`src/rtl/hazard_stall_unit.sv`:
```
// Stage 3/4 result registers feeding operand forwarding, load-use hazard
// detection and memory-wait freeze with watchdog for the vector pipeline.
module hazard_stall_unit #(
  parameter int unsigned DW      = 128,
  parameter int unsigned RW      = 4,
  parameter int unsigned TIMEOUT = 15
) (
  input  logic          clk,
  input  logic          rst,
  input  logic [RW-1:0] id_r2,
  input  logic [RW-1:0] id_r3,
  input  logic [1:0]    id_extnd_sel,
  input  logic          id_vf,
  input  logic [RW-1:0] ex_dest,
  input  logic          ex_vf,
  input  logic          ex_wr,
  input  logic          ex_load,
  input  logic [DW-1:0] ex_res,
  input  logic          flush,
  input  logic          mem_ready,
  input  logic [DW-1:0] mem_rdata,
  output logic          stall_fe,
  output logic [RW-1:0] fwd_dest3,
  output logic          fwd_vf3,
  output logic [DW-1:0] fwd_res3,
  output logic [RW-1:0] fwd_dest4,
  output logic          fwd_vf4,
  output logic [DW-1:0] fwd_res4,
  output logic          wb_en,
  output logic          mem_err
);

  localparam int unsigned CW = 8;

  typedef enum logic {
    ST_RUN  = 1'b0,
    ST_WAIT = 1'b1
  } state_t;

  state_t        state;
  state_t        next_state;
  logic [CW-1:0] wait_cnt;
  logic          s3_wr;
  logic          s3_load;
  logic          advance;
  logic          forced;
  logic          load_use;
  logic          r2_match;
  logic          r3_match;

  // Load leaving EX whose result the instruction in ID needs next cycle
  assign r2_match = id_extnd_sel[1] && (id_r2 == ex_dest);
  assign r3_match = (id_extnd_sel == 2'b10) && (id_r3 == ex_dest);
  assign load_use = ex_load && ex_wr && (ex_dest != '0) && (ex_vf == id_vf)
                    && (r2_match || r3_match);

  always_ff @(posedge clk or posedge rst) begin
    if (rst) state <= ST_RUN;
    else     state <= next_state;
  end

  // Next state, pipeline advance and front-end stall
  always_comb begin
    next_state = state;
    advance    = 1'b0;
    forced     = 1'b0;
    stall_fe   = 1'b0;
    case (state)
      ST_RUN: begin
        if (s3_load && s3_wr && !mem_ready) begin
          next_state = ST_WAIT;
          stall_fe   = 1'b1;
        end else begin
          advance = 1'b1;
        end
      end
      ST_WAIT: begin
        if (mem_ready) begin
          advance    = 1'b1;
          next_state = ST_RUN;
        end else if (wait_cnt >= CW'(TIMEOUT)) begin
          advance    = 1'b1;
          forced     = 1'b1;
          next_state = ST_RUN;
        end else begin
          stall_fe = 1'b1;
        end
      end
      default: next_state = ST_RUN;
    endcase
    // A flushed EX instruction cannot feed a dependent, so no bubble is needed
    if (advance && !flush && load_use) stall_fe = 1'b1;
  end

  // Wait counter starts at 1 on the entry cycle so it counts stalled cycles
  always_ff @(posedge clk or posedge rst) begin
    if (rst) begin
      wait_cnt <= '0;
      mem_err  <= 1'b0;
    end else begin
      if (advance) wait_cnt <= '0;
      else         wait_cnt <= wait_cnt + CW'(1);
      if (forced) mem_err <= 1'b1;
    end
  end

  // Stage 3 (EX/MEM) register
  always_ff @(posedge clk or posedge rst) begin
    if (rst) begin
      fwd_dest3 <= '0;
      fwd_vf3   <= 1'b0;
      fwd_res3  <= '0;
      s3_wr     <= 1'b0;
      s3_load   <= 1'b0;
    end else if (advance) begin
      fwd_dest3 <= (ex_wr && !flush) ? ex_dest : '0;
      fwd_vf3   <= ex_vf && !flush;
      fwd_res3  <= flush ? '0 : ex_res;
      s3_wr     <= ex_wr && !flush;
      s3_load   <= ex_load && !flush;
    end
  end

  // Stage 4 (MEM/WB) register; a bubble while stage 3 is frozen
  always_ff @(posedge clk or posedge rst) begin
    if (rst) begin
      fwd_dest4 <= '0;
      fwd_vf4   <= 1'b0;
      fwd_res4  <= '0;
      wb_en     <= 1'b0;
    end else if (advance) begin
      fwd_dest4 <= fwd_dest3;
      fwd_vf4   <= fwd_vf3;
      if (s3_load) fwd_res4 <= forced ? '0 : mem_rdata;
      else         fwd_res4 <= fwd_res3;
      wb_en     <= s3_wr;
    end else begin
      fwd_dest4 <= '0;
      fwd_vf4   <= 1'b0;
      wb_en     <= 1'b0;
    end
  end

endmodule

```
`config.mk`:
```
export PLATFORM = sky130hd
export DESIGN_NAME = hazard_stall_unit
export DESIGN_NICKNAME = d
export VERILOG_FILES = /design/src/rtl/hazard_stall_unit.sv
export SDC_FILE = /design/constraint.sdc
export NUM_CORES = 1
export LEC_CHECK = 0
export CORE_AREA = 2 2 210 212
export CTS_BUF_LIST = sky130_fd_sc_hd__clkbuf_4 sky130_fd_sc_hd__clkbuf_8 sky130_fd_sc_hd__clkbuf_16
export CTS_CLUSTER_SIZE = 10
export DETAILED_ROUTE_END_ITERATION = 10
export DIE_AREA = 0 0 212 214
export PLACE_DENSITY = 0.69
export SLEW_MARGIN = 40
export SYNTH_ARGS = -nofsm -noshare
export SYNTH_HDL_FRONTEND = slang
export SYNTH_SLANG_ARGS = --single-unit
```
`constraint.sdc`:
```
create_clock -name clk -period 13.9 [get_ports clk]
set_clock_uncertainty 0.2 [all_clocks]
set_input_delay 2.78 -clock clk [delete_from_list [all_inputs] [get_ports clk]]
set_output_delay 2.78 -clock clk [all_outputs]
set_load 0.05 [all_outputs]
```
Yosys cells after proc, flatten, opt, wreduce, memory -nomap -nowiden:

Cells that the tools add are included.

* register bits: 279
* input port bits: 278
* output and inout port bits: 269
* word-level logic and storage cells: 55

* add/sub/neg operators: 1
* $lt $le $gt $ge: 1
* eq/ne operators: 4
* muxes and demuxes: 19
* bitwise operators: 1
* reduce and logical (&&, ||, !) cells: 17

Operator list (number)
* 128-bit two-way mux: 3
* 1-bit logical AND: 13
* 1-bit two-way mux: 11
* 8-bit by 1-bit adder with 8-bit output (second input constant): 1
* 4-bit == test: 2
* 8-bit by 4-bit >= comparator with 1-bit output (second input constant): 1
* 4-bit two-way mux: 2
* 8-bit two-way mux: 1
* 1-bit one-hot mux with 2 select lines: 2
* 4-bit nonzero test: 1
* 2-bit == test (second input constant): 1
* 1-bit zero test: 2
* 1-bit == test: 1
* 1-bit logical OR: 1
* 1-bit NOT: 1

Depth between registers and ports, before layout:

Gate-level depths: netlist (run 1).

* depth after elaboration: 7
* depth in mapped cells: 9
* gate-level depth less buffers: 6

Worst setup path before layout (run 1):

OpenSTA, ideal clock, no wires.

* kind: input to output
* start: input flush
* end: output stall_fe
* arrival time: 5.024 ns
* data required time: 10.920 ns
* setup slack: 5.896 ns
* stages on the path: 4
* buffers on the path: 1
* cell sequence: clkbuf_1 nor2b_1 nand3_1 o41ai_1

* longest elaborated chain between the ends: 4

Ends and longest elaborated chain
* from (decl): RTL line 19 `input logic flush,`
* 1-bit zero test: RTL line 92 `if (advance && !flush && load_use) stall_fe = 1'b1;`
* 1-bit logical AND (2 in series): RTL line 92
* 1-bit two-way mux: RTL line 92
* to (decl): RTL line 22 `output logic stall_fe,`

No other way between the ends.

Worst setup path in the final report (run 1):

* start: input ex_dest[1]
* end: output stall_fe

* longest elaborated chain between the ends: 6
* elaborated cells between the ends (all ways): 11
* those cells by class: 2 x eq/ne; 1 x mux; 8 x reduce/logical

Ends and longest elaborated chain
* from (decl): RTL line 14 `input logic [RW-1:0] ex_dest,`
* 4-bit == test, or another cell as far along: RTL line 52 `assign r2_match = id_extnd_sel[1] && (id_r2 == ex_dest);`
* 1-bit logical AND, on equally long branches: RTL line 52, 53, 54
* 1-bit logical OR / 1-bit logical AND (equally long branches): RTL line 55, 54
* 1-bit logical AND *: RTL line 55 `&& (r2_match || r3_match);`
* 1-bit logical AND *: RTL line 92
* 1-bit two-way mux *: RTL line 92

Every way passes the cells marked *; elsewhere a longest branch is shown, timed or not.

==> run summary, run 1 <==
The initial antenna violation count is 1. The kind of cell with the highest combined delay along the critical path is buffers and inverters. Post-CTS timing repair inserted 0 buffers for setup. The worst reg-to-reg setup slack is 10230 ps. In the layout the commonest cells are sky130_fd_sc_hd__clkdlybuf4s50_1 (545), sky130_fd_sc_hd__dfrtp_1 (278), sky130_fd_sc_hd__nor2b_1 (131). The count of input and output buffers is 546. When the netlist entered floorplanning its net count stood at 1214. Setup violations remaining at the end of the flow were counted as 0. The relative max-transition margin is 45.36%. After routing, the total negative slack on setup checks comes to 0 ps.

STA classifies the critical path startpoint as an input pin. The master cell of the clock root buffer is sky130_fd_sc_hd__clkbuf_16. Of all flip-flops after synthesis, the portion carrying an async set or reset was 100.0%. The startpoint of the lowest-slack hold path is wait_cnt[0]. The final critical path takes up 57.48% of the cycle. The overall die width is 212 µm.

The count of cell types in the netlist is 29. The run finished with clean final reports. The number of global-route vias before repair came to 10627.

The critical path goes through clkdlybuf4s50_1, xor2_1, nor4_1, a41oi_1, o41ai_1, clkdlybuf4s50_1. For this design the static power due to leakage is 8.379 nW. After layout, the minimum clock period comes to 7989 ps.

The maximum clock frequency is 125.2 MHz. The number of sinks handled by clock tree synthesis is 279. At the end of the flow, the number of nets in the layout was 1736. The total count of hold-check failures in the final report is 0. TritonCTS built the clock tree.

The final core utilization came out at 46.36%. After technology mapping, the gate count stands at 935. The total number of vias is 9677.

In this run the standard cell core region covers 42890 µm². The wire length of the first global-routing pass is 63890 µm. Global routing finished with a remaining overflow of 0. The top fanout value on the critical path is 4. The total die area is 45370 µm². For this block, the initial DRC count from the detailed router was 474. The number of nets still failing antenna checks after routing is 0. Counting the fill cells in the layout gives 3887. The worst stage delay on the critical path is 880 ps. The number of enable flip-flop cells after synthesis came out at 0.

The number of detailed-route iterations in the first pass came out at 4. Detailed placement ended at an HPWL of 28830 µm. The cts-stage hold buffer count came out at 0. The maximum clock insertion buffer count is 3. The number of remaining DRC errors is 0. After detailed routing, the total wire length is 42120 µm. The share of layout cells above drive strength 1 came out at 13.84%. The kind of end point of the critical path is an output pin. The global-route total usage across every layer came out at 18.17%.

For hold timing, the worst endpoint is wait_cnt[0]. In this run the mean area of a mapped cell was 13.81 µm². The worst-case reg-to-reg path depth came out at 7. In this design, the critical path's most frequently occurring cell is sky130_fd_sc_hd__clkdlybuf4s50_1. The critical path class is in -> out.

The terminus of the critical flop-to-flop path is fwd_res4[9]. The tightest min-delay check is of the reg -> reg type. The wire length per cell is 20.52 µm. Compared with the post-synthesis result, the final layout area differs by 54.01%. The total power is 0.002454 W. The master of the slowest instance on the critical path is sky130_fd_sc_hd__clkdlybuf4s50_1. The number of clock buffers added by TritonCTS is 35. The data arrival time of the worst path came out at 5010 ps.

The placed cell area came out at 18810 µm². For this run, the leading register cell type out of synthesis is sky130_fd_sc_hd__dfrtp_1. The number of primary I/O pins came out at 547.

The synthesized netlist occupies a cell area of 12910 µm². The post-CTS resize count came out at 0. The post-CTS clock slew at the launch and capture registers of the worst setup and hold paths came out at 50 ps.

The die height came out at 214 µm. The clock latency of the later-clocked register in the worst-skew pair is 510 ps. Setup repair after global routing left no endpoint under its margin. The buffer and inverter count on the worst path came out at 2.

The library cell used most frequently in the layout, excluding fill and tap cells, is sky130_fd_sc_hd__clkdlybuf4s50_1. Using the TritonRoute via totals, the vias-per-cell ratio works out to 4.716. The tool flagged a number of max-cap violations equal to 0.

The launch point of the worst reg-to-reg path is s3_load. The part of the Yosys area used for sequential elements is 54.08%. The worst endpoint required time came out at 10920 ps.

The routability congestion estimate came out at 0.8177. Across the VDD grid, the largest voltage drop is 0.06727 mV. The number of warnings reported in the yosys synthesis log is 0. The antenna diode count came out at 0. The max-slew violation count is 0. Entering global routing, the biggest net connects 135 pins. The flop and latch count out of synthesis came out at 279. The total number of placement rows came out at 76. The cell area after layout came out at 19880 µm². The power per cell area is 123.4 nW/µm². The number of levels in the clock H-tree is 2. The transition time of the tightest slew-check pin came out at 819.6 ps. Counting instances, the worst hold path has a depth of 1. The initial utilization of the core area, before any placement, comes to 30.11%.
synth_stat cells (all sizes together), types with 3 or more instances:
library cell | instances | share of area [%]
nor3b | 4 | 0.23
dfrtp | 279 | 54
xnor2 | 7 | 0.47
xor2 | 8 | 0.54
nor4 | 3 | 0.26
buf | 36 | 2.4
inv | 3 | 0.087
a31o | 5 | 0.34
clkbuf | 38 | 1.1
nor2b | 131 | 6.3
o2bb2ai | 128 | 8.7
and2 | 7 | 0.34
nand3 | 3 | 0.12
nor2 | 11 | 0.32
mux2i | 128 | 9.9
mux2 | 131 | 14
nand2 | 4 | 0.12
flip-flops by register name (all words and copies together), names as in the netlist, 4 cells and up:
register and count:
fwd_res3 128, fwd_res4 128, wait_cnt 8, fwd_dest3 4
fwd_dest4 4
layer usage:
metal	share of wire, %	wire [µm]	up-vias	GRT usage (%)
met5	0.040	17	-	0
met4	3.1	1285	2	6.854
met2	49	20480	396	31.02
met3	8.7	3675	74	5.967
li1	-	-	4370	-
met1	40	16660	4835	21.07
how the worst max path moves through the flow:
| stage | from | end | slack (ps) | depth (start not counted) |
|---|---|---|---|---|
| 5_1_grt | ex_dest[2] | stall_fe | 5810 | 6 |
| 3_3_place_gp | ex_dest[1] | stall_fe | 5940 | 6 |
| 3_5_place_dp | ex_dest[1] | stall_fe | 5960 | 6 |
| 6_report | ex_dest[1] | stall_fe | 5910 | 6 |
| 2_1_floorplan | rst | fwd_dest3[0] | 3230 | 1 |
| 4_1_cts | ex_dest[1] | stall_fe | 5960 | 6 |
through the flow:
step | std cells | worst slack, ps | hold WS (ps)
final | 2052 | 5911 | 261.1
after global routing | 2052 | 5806 | 287.3
after CTS | 2052 | 5958 | 265.7
after detailed placement | 2005 | 5964 | 253.7
after global placement | 2004 | 5943 | 247.4
after floorplan | 935 | 3226 | 232.9
where the power goes:
part	switching [W]	internal (W)
clock	0.000332	0.000534
sequential	0.0000553	0.000882
combinational	0.000386	0.000264
total	0.000773	0.00168
cell families (layout without fill, tap and decap cells):
| logic type | count (synthesis) | in the layout | share of synthesized area (%) |
|---|---|---|---|
| flip-flops | 279 | 279 | 54.08 |
| multiplexers | 259 | 259 | 24.02 |
| AND/OR/NAND/NOR | 167 | 167 | 7.927 |
| AO/OA/AOI/OAI | 137 | 137 | 9.255 |
| buffers and inverters | 77 | 609 | 3.605 |
| XOR/XNOR | 15 | 15 | 1.018 |
| adder cells (fa/ha/maj) | 1 | 1 | 0.09689 |
cell type report:
type	instances	area, µm²	area share, %
Clock buffer	44	997.2	5.015
Clock inverter	3	65.06	0.3272
Inverter	3	26.28	0.1321
Multi-Input combinational cell	579	5472	27.52
Sequential cell	279	6985	35.13
Tap cell	585	732.0	3.681
Timing Repair Buffer	559	5607	28.20
Note: power is estimated with default switching activity, not from simulation.
==> run 2, diff against run 1 <==
Settings changed: CORE_AREA 2 2 210 212 to 2 2 214 216, DIE_AREA 0 0 212 214 to 0 0 216 218.
Clock period 13.9 ns to 6.44 ns, I/O delays scaled along.
==> run 2 against run 1 <==
Net effect:
- cell count rose by 0.93%
- highest routed layer is now met4
- via count decreased by 0.23%
- worst setup slack worse by 4500 ps
- clock-buffer cell count rose by 2
- critical path type unchanged
- design area grew 0.35%
- sequential power up 120%
- register-to-register slack worse by 7400 ps
- clock power is 110% higher
- flip-flop and latch count stayed put
==> run summary, run 2 (synthesized netlist as in run 1, its figures left out) <==
Leaving out fill and tap cells, the most frequent cell in the layout is sky130_fd_sc_hd__clkdlybuf4s50_1. Setup violations remaining at the end of the flow were counted as 0. The clock latency of the later-clocked register in the worst-skew pair came out at 510 ps. The total wire length is 41390 µm. The count of input and output buffers came out at 546.

The run finished with clean final reports. In the layout the commonest cells are sky130_fd_sc_hd__clkdlybuf4s50_1 (545), sky130_fd_sc_hd__dfrtp_1 (278), sky130_fd_sc_hd__nor2b_1 (131). Setup repair after global routing left no endpoint under its margin. Entering global routing, the biggest net connects 148 pins.

The final core utilization is 44.45%. Once the clock tree was built, the setup fixing pass inserted 0 buffers. The post-CTS resize count is 0. The total power came out at 0.005272 W. For the worst setup path, the data required time is 4950 ps.

The launch point of the worst reg-to-reg path is s3_load. The post-route setup TNS came out at 0 ps. The total number of vias came out at 9655. After clock tree synthesis, the flow added hold-fix buffers numbering 0. In the final layout, the registers with the most flip-flops are fwd_res3 x128, fwd_res4 x128, wait_cnt x8. The number of levels in the clock H-tree came out at 2. The tool flagged a number of max-cap violations equal to 0. 547 I/O pins were placed. The total number of placement rows came out at 78.

The detailed-route vias per instance came out at 4.662. The die height came out at 218 µm. The first global-routing pass estimated 62780 µm of wire.

The power per cell area came out at 264.2 nW/µm². The max-slew violation count came out at 0. The worst reg-to-reg setup slack came out at 2800 ps. In this run the deepest clock path goes through 3 buffers. The leakage component of the power came out at 8.400 nW. Of all nets on the critical path, the largest fanout is 4.

At the end of the flow, the number of nets in the layout was 1738. The number of sinks handled by clock tree synthesis is 279. At the end of routability-driven placement, the weighted congestion stood at 0.8862. The worst hold-check path type is reg -> reg. The clock tree from TritonCTS is yes. Relative to the synthesized area, the layout overhead comes to 54.54%.

The time the final worst path needs with I/O delays and setup is 5054 ps. The met3 demand-to-capacity share in global routing came out at 4.965%. The post-CTS clock slew at the launch and capture registers of the worst setup and hold paths is 50 ps. The critical path is of the in -> out type. The number of filler instances in the final layout is 4077. The met2 track demand over resource came out at 29.20%. The slowest stage of the critical path is the sky130_fd_sc_hd__clkdlybuf4s50_1 cell. The endpoint identified for the worst register-to-register timing path is fwd_res4[9]. The maximum clock frequency is 197.9 MHz.

The number of remaining DRC errors is 0. The tree is rooted in a sky130_fd_sc_hd__clkbuf_16. The startpoint kind of the worst setup timing path is an input pin. The global-route total usage across every layer is 17.07%. Once the floorplan was initialized, standard cells occupied 28.76% of the core. By instance count, the cell type seen most on the critical path is sky130_fd_sc_hd__clkdlybuf4s50_1. The number of buffers created by CTS is 35. The worst setup path is captured at an output pin. The total count of hold-check failures in the final report is 0. The total congestion overflow after global routing is 0. The ratio of final minimum period to clock period is 78.48%. The worst-case reg-to-reg path depth is 7. The data arrival time of the worst path is 3570 ps.

The wire length per cell came out at 19.99 µm. The floorplan step defined a die boundary enclosing 47090 µm². In this run the most critical hold path is launched from wait_cnt[0]. The first routing iteration left 497 violations. The antenna diode count came out at 0.

The floorplan core area came out at 44890 µm². The relative max-transition margin is 43.10%. The end point of the worst hold path is wait_cnt[0]. The first TritonRoute pass finished after 6 iterations. The share of layout cells above drive strength 1 is 14.07%.

The number of global-route vias before repair is 10389. The transition time of the tightest slew-check pin came out at 853.5 ps. The critical path goes through clkdlybuf4s50_1, xor2_1, nor4_1, a41oi_1, o41ai_1, clkdlybuf4s50_1. The worst supply voltage drop on vdd came out at 0.2273 mV. The detail route stage leaves a number of antenna-violating nets equal to 0. The initial antenna violation count came out at 0.

Counting instances, the worst hold path has a depth of 1. The worst stage delay on the critical path is 880 ps. The overall die width came out at 216 µm. The kind of cell with the highest combined delay along the critical path is buffers and inverters.

For met1 alone, demand over resource in global routing was 20.32%. met2 is the most crowded layer. The buffer and inverter count on the worst path is 2. Summed over all nets, the half-perimeter wirelength after detailed placement is 28680 µm.
## run 2: cell types whose count changed in the layout (fill, tap and decap cells not counted), moves of 2 or more
cell	change
sky130_fd_sc_hd__clkbuf_4	+2
sky130_fd_sc_hd__buf_12	+3
sky130_fd_sc_hd__buf_4	+3
sky130_fd_sc_hd__buf_16	+2
sky130_fd_sc_hd__buf_6	-5
## run 2: power by group
group	total, W	internal (W)	leakage (nW)	switching (W)
clock	0.00185	0.00113	0.527	0.000719
combinational	0.00141	0.000574	4.30	0.000833
sequential	0.00202	0.00190	3.57	0.000116
total	0.00527	0.00360	8.40	0.00167
## run 2: cell type report
cell class	count	area [µm²]	share of cell area, %
Sequential cell	279	6985	35.01
Timing Repair Buffer	561	5673	28.43
Multi-Input combinational cell	579	5472	27.42
Clock buffer	46	1012	5.073
Tap cell	600	750.7	3.762
Clock inverter	3	40.04	0.2007
Inverter	3	20.02	0.1003
## run 2: metrics by stage
stage / hold WS, ps / std cells / setup slack [ps] / cell area (µm²)
after floorplan: 232.9 / 935 / 1259 / 12910
after global placement: 245.4 / 2019 / 1441 / 18820
after detailed placement: 259.7 / 2020 / 1404 / 18840
after CTS: 266.5 / 2069 / 1381 / 19890
after global routing: 281.0 / 2071 / 1240 / 19950
final: 268.6 / 2071 / 1386 / 19950
## run 2: routing by layer
metal / vias to the layer above / wire length, µm
met4: 0 / 1167
met3: 69 / 3022
met5: - / 0
met1: 4821 / 16770
li1: 4390 / -
met2: 375 / 20430
## run 2: worst max-delay path by stage
stage	endpoint	start	cells past startpoint	slack, ps
after floorplan	fwd_dest3[0]	rst	1	1260
after global placement	stall_fe	ex_dest[2]	6	1440
after detailed placement	stall_fe	ex_dest[2]	6	1400
after CTS	stall_fe	ex_dest[2]	6	1380
after global routing	stall_fe	ex_dest[2]	6	1240
final	stall_fe	ex_dest[2]	6	1390
==> run 3, diff against run 2 <==
Clock period 6.44 ns to 4.2 ns, I/O delays scaled along.
==> run 3 against run 2 <==
Net effect:
- sequential share of layout area is 0.13 points lower
- sequential power is 53% higher
- design area is 0.38% higher
- combinational power is 54% higher
- clock-buffer cell count is 2 lower
- clock power is 55% higher
- largest cell class unchanged
==> run summary, run 3 (synthesized netlist as in run 1, its figures left out) <==
The count of max-cap constraint violations is 0. The total die area came out at 47090 µm². The HPWL after detailed placement is 29000 µm. TritonCTS created 35 clock buffers.

The floorplan has 78 rows. The maximum clock insertion buffer count came out at 3. The maximum clock frequency is 280.2 MHz. The design draws 0.008135 W. Data on the critical path is required at its endpoint by 3160 ps. Setup slack on the critical path of the routed design comes to 631.3 ps. Prior to clock tree synthesis, the placed netlist has a worst setup slack of 641.3 ps. The total number of vias came out at 9702. The largest registers in the layout are fwd_res3 x128, fwd_res4 x128, wait_cnt x8. The library cell used most frequently in the layout, excluding fill and tap cells, is sky130_fd_sc_hd__clkdlybuf4s50_1. Setup violations remaining at the end of the flow were counted as 0.

The max-slew violation count was 0. The tightest hold margin came out at 256.9 ps. The ratio of final minimum period to clock period is 84.97%. The cts-stage hold buffer count is 0.

The number of remaining DRC errors came out at 0. The number of levels in the clock H-tree came out at 2. The post-CTS resize count is 0. The leakage component of the power came out at 8.434 nW. The kind of end point of the critical path is an output pin. The relative max-transition margin came out at 45.93%.

The buffer and inverter count on the worst path came out at 2. The routability congestion estimate is 0.8729. The net count reported at finish came out at 1741. The critical path class is in -> out. The setup fix buffers added after clock tree synthesis is 0. The wire length of the first global-routing pass came out at 62890 µm. The worst setup path is launched from an input pin.

After global routing the overflow that remains totals 0. Using the TritonRoute via totals, the vias-per-cell ratio works out to 4.682. The detailed router finished its first iteration with 428 violations. The clock latency of the later-clocked register in the worst-skew pair is 530 ps. The effective utilization at floorplan is 28.76%. The overall die width is 216 µm. The post-CTS clock slew at the launch and capture registers of the worst setup and hold paths came out at 50 ps. The number of primary I/O pins is 547. The antenna diode count came out at 0. Compared with the post-synthesis result, the final layout area differs by 55.13%. For this run, the share of the core covered by cells in the final layout is 44.62%. On the critical path the largest part of the delay comes from buffers and inverters. The number of global-route vias before repair is 10469.

For the pin with the worst max-slew slack, the measured transition is 811.0 ps. The routed design has 41450 µm of wire. TritonCTS built the clock tree. The power per cell area came out at 406.1 nW/µm². Data on the critical path arrives at its endpoint at 2530 ps. The worst stage delay on the critical path came out at 510 ps. The critical path goes through clkdlybuf4s50_1, xor2_1, nor4_1, a41oi_1, o41ai_1, buf_4. Setup repair after global routing left no endpoint under its margin.

The flow ran to the end, and the final reports show no timing, DRC or antenna violations. In the final layout, the share of cells above drive strength 1 is 14.20%. The library cells used most frequently in the layout, excluding fill and tap cells, are sky130_fd_sc_hd__clkdlybuf4s50_1 (544), sky130_fd_sc_hd__dfrtp_1 (278), sky130_fd_sc_hd__nor2b_1 (131). The core region is 44890 µm². The number of detailed-route iterations in the first pass is 4.

The die is 218 µm tall. For the finished layout, the period the worst path requires is 3569 ps. For this design, the slowest cell found on the critical path is sky130_fd_sc_hd__clkdlybuf4s50_1. CTS saw 279 sinks.

Across the VDD grid, the largest voltage drop is 0.2646 mV. The path class of the tightest hold or removal check is reg -> reg. The count of input and output buffers came out at 546. In the final routed layout, each cell accounts on average for 20.00 µm. The global-route total usage across every layer came out at 17.11%. The largest net degree at the start of global routing is 120. The total count of hold-check failures in the final report is 0. For the final routed database, the setup TNS stands at 0 ps. The initial antenna violation count is 0. The number of nets still failing antenna checks after routing came out at 0. The top fanout value on the critical path came out at 4. The tree is rooted in a sky130_fd_sc_hd__clkbuf_16.
-- run 3: changes by cell type in the layout (fill, tap and decap cells not counted) --
cell,delta
sky130_fd_sc_hd__buf_12,+5
sky130_fd_sc_hd__clkbuf_8,+1
sky130_fd_sc_hd__clkbuf_4,-3
sky130_fd_sc_hd__buf_16,-1
sky130_fd_sc_hd__clkinv_2,-1
sky130_fd_sc_hd__bufinv_16,+1
sky130_fd_sc_hd__clkdlybuf4s50_1,-1
sky130_fd_sc_hd__inv_6,-1
sky130_fd_sc_hd__inv_4,+1
-- run 3: final timing paths --
check,end,slack [ps],cells after the start,start
max in group asynchronous,fwd_res4[122],2310,4,rst
hold reg to reg,wait_cnt[0],260,1,wait_cnt[0]
min in group asynchronous,fwd_res3[60],530,2,rst
hold / removal,wait_cnt[0],260,1,wait_cnt[0]
setup reg to reg,fwd_res3[112],1190,7,wait_cnt[0]
setup / recovery,stall_fe,630,6,ex_dest[1]
-- run 3: layer usage --
layer / global-route usage [%] / wire length [µm] / part of all wire (%)
met3: 5.007 / 3079 / 7.4
met1: 20.90 / 16960 / 41
met5: 0 / 0 / 0
met2: 28.75 / 20100 / 48
met4: 6.119 / 1304 / 3.1
-- run 3: cell type report --
type                            instances  area [µm²]
Fill cell                            4159       24860
Sequential cell                       279        6985
Clock buffer                           44        1003
Multi-Input combinational cell        579        5472
Inverter                                3       17.52
Clock inverter                          3       65.06
Tap cell                              600       750.7
Timing Repair Buffer                  564        5736
-- run 3: where the power goes --
group          switching (W)  total, W  internal [W]  leakage, nW
logic                0.00128   0.00217      0.000883         4.33
registers           0.000173   0.00309       0.00292         3.57
clock network        0.00110   0.00287       0.00178        0.531
total                0.00255   0.00813       0.00558         8.43
-- run 3: metrics by stage --
step,cell area [µm²],cells
after floorplan,12910,935
after global placement,18930,2024
after detailed placement,18930,2024
after CTS,20000,2071
after global routing,20030,2072
final,20030,2072
